### src/rtl/lpc_pkg.sv
// Shared constants and types for the LPC analysis chain.
// The stage modules (autocorrelation, Levinson-Durbin, ifilter_control)
// import the same frame geometry and order from here.
package lpc_pkg;

   localparam int FRAME_LEN = 160;
   localparam int LPC_ORDER = 10;
   localparam int ADDR_W    = 8;
   localparam int CNT_W     = 16;

   typedef enum logic [2:0] {
      IDLE,
      ACORR,
      LEV,
      IFILT,
      DONE
   } lpc_state_e;

endpackage

### src/rtl/lpc_sample_writer.sv
// Write-side address generator for the ping-pong sample buffer.
// Counts accepted samples within a frame and flags the cycle in which
// the last sample of a frame is written (the bank toggle request).
module lpc_sample_writer
   import lpc_pkg::*;
(
   input  logic              clk,
   input  logic              reset,
   input  logic              sample_valid,
   output logic              x_wen,
   output logic [ADDR_W-1:0] x_waddr,
   output logic              frame_full
);

   logic [ADDR_W-1:0] wr_cnt_q;
   logic [ADDR_W-1:0] wr_cnt_d;
   logic              last_slot;

   // Advance the write address on each sample, wrapping after the last slot
   always_comb begin
      last_slot = (wr_cnt_q == ADDR_W'(FRAME_LEN - 1));
      wr_cnt_d  = wr_cnt_q;
      if (sample_valid) begin
         wr_cnt_d = last_slot ? '0 : wr_cnt_q + ADDR_W'(1);
      end
   end

   // Address register; reset throws away any partial frame
   always_ff @(posedge clk) begin
      if (!reset) begin
         wr_cnt_q <= '0;
      end else begin
         wr_cnt_q <= wr_cnt_d;
      end
   end

   assign x_wen      = sample_valid;
   assign x_waddr    = wr_cnt_q;
   assign frame_full = sample_valid && last_slot;

endmodule

### config.mk
export PLATFORM = sky130hd
export DESIGN_NAME = lpc_sample_writer
export DESIGN_NICKNAME = d
export VERILOG_FILES = /design/src/rtl/lpc_pkg.sv /design/src/rtl/lpc_sample_writer.sv
export SDC_FILE = /design/constraint.sdc
export NUM_CORES = 1
export LEC_CHECK = 0
export BUFFER_PORTS_ARGS = -buffer_cell sky130_fd_sc_hd__clkbuf_2
export CORE_AREA = 2 2 39 41
export CTS_CLUSTER_DIAMETER = 200
export CTS_CLUSTER_SIZE = 14
export DETAILED_ROUTE_END_ITERATION = 12
export DIE_AREA = 0 0 41 43
export PLACE_DENSITY = 0.59
export SYNTH_ARGS = -nofsm -noshare
export SYNTH_HDL_FRONTEND = slang
export SYNTH_SLANG_ARGS = --single-unit
### constraint.sdc
create_clock -name clk -period 4.1 [get_ports clk]
set_input_delay 0.41 -clock clk [delete_from_list [all_inputs] [get_ports clk]]
set_output_delay 0.41 -clock clk [all_outputs]
set_load 0.03 [all_outputs]
; ---- Yosys cells after proc, flatten, opt, wreduce, memory -nomap -nowiden
; Cells that the tools add are included.
[totals]
wordCells = 5
regBits = 8
input_bits = 3
out_inout_bits = 10
[op_classes]
mux = 1
n_addsub = 1
n_reduce_logical = 1
eq_ne = 1
[op_table]
columns = op, n
row1 = "8-bit by 1-bit adder with 8-bit output, second input constant", 1
row2 = "8-bit equality test, second input constant", 1
row3 = 8-bit 2-to-1 mux, 1
row4 = 1-bit logical AND, 1

; ---- Longest topological paths before layout
[depth]
ltp_word = 2
ltp_mapped = 4
mapped_depth_nobuf = 4

; ---- Worst setup path before layout
; No wires, ideal clock.
[synth_path]
path_kind = reg2out
start = register wr_cnt_q[0] (netlist: x_waddr[0])
end = output port frame_full
t_arrival_ns = 1.669
n_path_buf = 0
path_stages_with_launch = 4
t_required_ns = 3.690
path_slack_ns = 2.021
path_cell_list = dfxtp_1 -> ha_1 -> nand4b_1 -> nor3_1
[synth_between]
elab_chain_len = 2
[synth_rtl]
columns = element, line_no
row1 = from (decl), lpc_sample_writer.sv:15  ; logic [ADDR_W-1:0] wr_cnt_q;
row2 = from (signal assigned), lpc_sample_writer.sv:33  ; wr_cnt_q <= wr_cnt_d;
row3 = 8-bit equality test, lpc_sample_writer.sv:21  ; last_slot = (wr_cnt_q == ADDR_W'(FRAME_LEN - 1));
row4 = 1-bit logical AND, lpc_sample_writer.sv:39  ; assign frame_full = sample_valid && last_slot;
row5 = to (decl), lpc_sample_writer.sv:12  ; output logic frame_full
; Every way passes these cells.

; ---- Worst setup path after layout
; Ends and elaborated chain as after synthesis.

==> results by group <==
Detailed routing
  – Via count: 366
  – WL final: between 800 and 900 um
  – Wirelength per Cell: 10.9 um
  – DRT iter0 DRCs: 1
  – Residual DRC: 0
  – DRT Pass-1 Iters: 2
  – Detail Route Antenna Nets: 0
  – Mean number of vias per cell: a little under 5

Synthesis
  – Most used DFF post-synth: dfxtp_1
  – Syn Inst Count: between 40 and 50
  – Synthesized Nets: just under 50
  – Synth top area cells: dfxtp_1 (39%), xor2_1 (6.5%), nor2_1 (5.5%)
  – Mapped Area: 407 um2
  – Count leader, synth: dfxtp_1
  – Avg Cell Area, Syn: 9.04 um2
  – Biggest area consumer among synthesized cells: dfxtp_1
  – Register area share after synthesis: 39.4%
  – Synth Register Bits: 8
  – Post-synth top area share: 39.4%
  – Library cells used by synthesis: 23
  – Warnings from Yosys: 0
  – Synth async-reset ratio: 0%
  – Number of synthesized flops with an enable pin: 0
  – Synth top cells by count: dfxtp_1 (8), nor2_1 (6), inv_1 (3), nand3_1 (3), xor2_1 (3)

Setup path
  – Critical path fanouts, max: 5
  – Reg2reg end: x_waddr[7]$_SDFFE_PN0P_
  – Arrival @ worst endpoint: between 1 and 1.5 ns
  – R2r worst-path depth: 3
  – Worst EP required: roughly 3.7 ns
  – CP Launch Type: register
  – Worst path slowest cell: dfxtp_1
  – Worst Path Buf+Inv: 1
  – Critical path type: register to primary output
  – RR Startpoint: x_waddr[2]$_SDFFE_PN0P_
  – CP max stage delay: approximately 0.40 ns
  – Critical-path cell list: ha_1 > nand4b_1 > nor3_1 > clkbuf_2
  – CP startpoint: x_waddr[0]$_SDFFE_PN0P_
  – Crit. path cell count: 4
  – Worst setup EP type: primary output
  – Reg2Reg Setup Slack: 2.69 ns
  – Delay-heaviest family, CP: flip-flops

Clocking
  – Post_cts resized: 0
  – CTS Buf Count: 3
  – Htree depth: 1
  – Clk buf depth: 2
  – Clock root cell: clkbuf_4
  – TritonCTS clock tree: built
  – CTS Hold Bufs: 0
  – Sink Count: 8
  – Post-CTS setup buffers: 0
  – Clock latency on the worst-skew pair: 0.26 ns
  – CTS clock-pin slew for the worst setup and hold paths: 0.06 ns

Finish
  – Fin cells: between 70 and 80
  – Layout Nets: 64
  – ANT cells: 0
  – FILL cells: 162
  – Design Area, Final: 497 um2
  – Number of flip-flops in the largest register: 8
  – Area delta synth->final: 22.2%
  – Layout cells sized above 1: 31.0%

Floorplanning
  – Die area: 0.00176 mm2
  – Die X: 41 um
  – Number of I/O pins: 13
  – Core Area: 0.00138 mm2
  – Num rows: 14
  – Initial Util: about 29%
  – Die Ht: 43 um

Power and ir drop
  – Peak VDD IR: 130 uV
  – Leakage power: 0.189 nW
  – Pwr/cell area: 324 mW/mm2

Worst hold path
  – Hold EP: x_waddr[7]$_SDFFE_PN0P_
  – Hold path cells: 3
  – Worst Hold Class: input pin to register
  – HP Start: reset

STA
  – Tmin final: 1.88 ns
  – Hold Slack: 0.430 ns
  – Final Hold Viols: 0
  – Clock skew: 0.00956 ns
  – Final setup vio count: 0
  – Final Max Tran Viols: 0
  – Setup TNS: 0 ns
  – Crit share post-route: a little under half
  – Slew @ Worst Pin: around 0.34 ns
  – Max Fclk: 532 MHz
  – RSZ-0062 raised after global routing: no
  – Relative slew slack: 77.1%

Placed design
  – PortBufs: 12
  – RePlAce Congestion: 0.782
  – Cells after DPL: 71
  – Post-DP Area: 474 um2

Global routing
  – Largest net degree at the start of global routing: 10
  – Number of global-route vias before repair: 321
  – GRT overflow: 0
  – Gr usage total: 11.1%
  – Global-route wire length before repair: 1260 um
  – Initial antenna violation count: 0

Run
  – Max-capacitance violation count: 0

Outcome
  – Outcome: complete, no violations
-- worst max-delay path by stage --
stage	slack (ns)	end
floorplan	2.02	frame_full
global placement	2.49	frame_full
detailed placement	2.48	frame_full
CTS	2.20	frame_full
global route	2.10	frame_full
finish	2.22	frame_full
-- through the flow --
step / worst slack (ns) / util [%] / total power [mW]
6_report: 2.22 / 35.9 / 0.161
5_1_grt: 2.10 / 35.9 / 0.171
4_1_cts: 2.20 / 35.9 / 0.165
3_5_place_dp: 2.48 / 34.3 / 0.102
3_3_place_gp: 2.49 / 34.3 / 0.102
2_1_floorplan: 2.02 / - / 0.0974
-- layer usage --
layer	part of all wire (%)	routed length (um)	track usage (%)
met1	47	383	12.7
met2	45	365	16.6
met3	7.2	58	7.85
met4	0	0	2.00
met5	0	0	0
-- worst reg2reg max path, cell delays in order, from the launching register on --
cell	delay (ns)
dfxtp_1	0.46
nand3_4	0.15
or3_1	0.38
a2111oi_2	0.34
-- where the power goes --
part           internal (mW)  switching (mW)
registers             0.0800         0.00275
logic                0.00571          0.0114
clock network         0.0335          0.0274
total                  0.119          0.0416
-- cell usage in the layout (no fill, tap or decap), drive strengths merged --
cell      n
a2111oi   1
a21oi     2
clkbuf   15
dfxtp     8
ha        1
inv       3
mux2i     1
nand2     1
nand3     4
nand4     2
nand4b    1
nor2      6
nor3      1
nor4      1
o21ai     2
o31ai     2
or3       2
or4b      1
xnor2     1
xor2      3
-- cells by family (layout without fill, tap and decap cells) --
logic type / after synthesis / in the layout / share of synthesized area [%]
AND/OR/NAND/NOR: 19 / 19 / 28.3
adder cells (fa/ha/maj): 1 / 1 / 3.08
AO/OA/AOI/OAI: 7 / 7 / 12.3
XOR/XNOR: 4 / 4 / 8.62
buffers and inverters: 5 / 18 / 5.85
multiplexers: 1 / 1 / 2.46
flip-flops: 8 / 8 / 39.4
-- area by class of cell --
type,instances,area (um2),share of cell area (%)
Sequential cell,8,160,32.2
Clock buffer,3,22.5,4.53
Timing Repair Buffer,12,60.1,12.1
Multi-Input combinational cell,32,223,44.8
Inverter,3,11.3,2.27
Tap cell,16,20.0,4.03
Power figures use the tool's default switching activity.
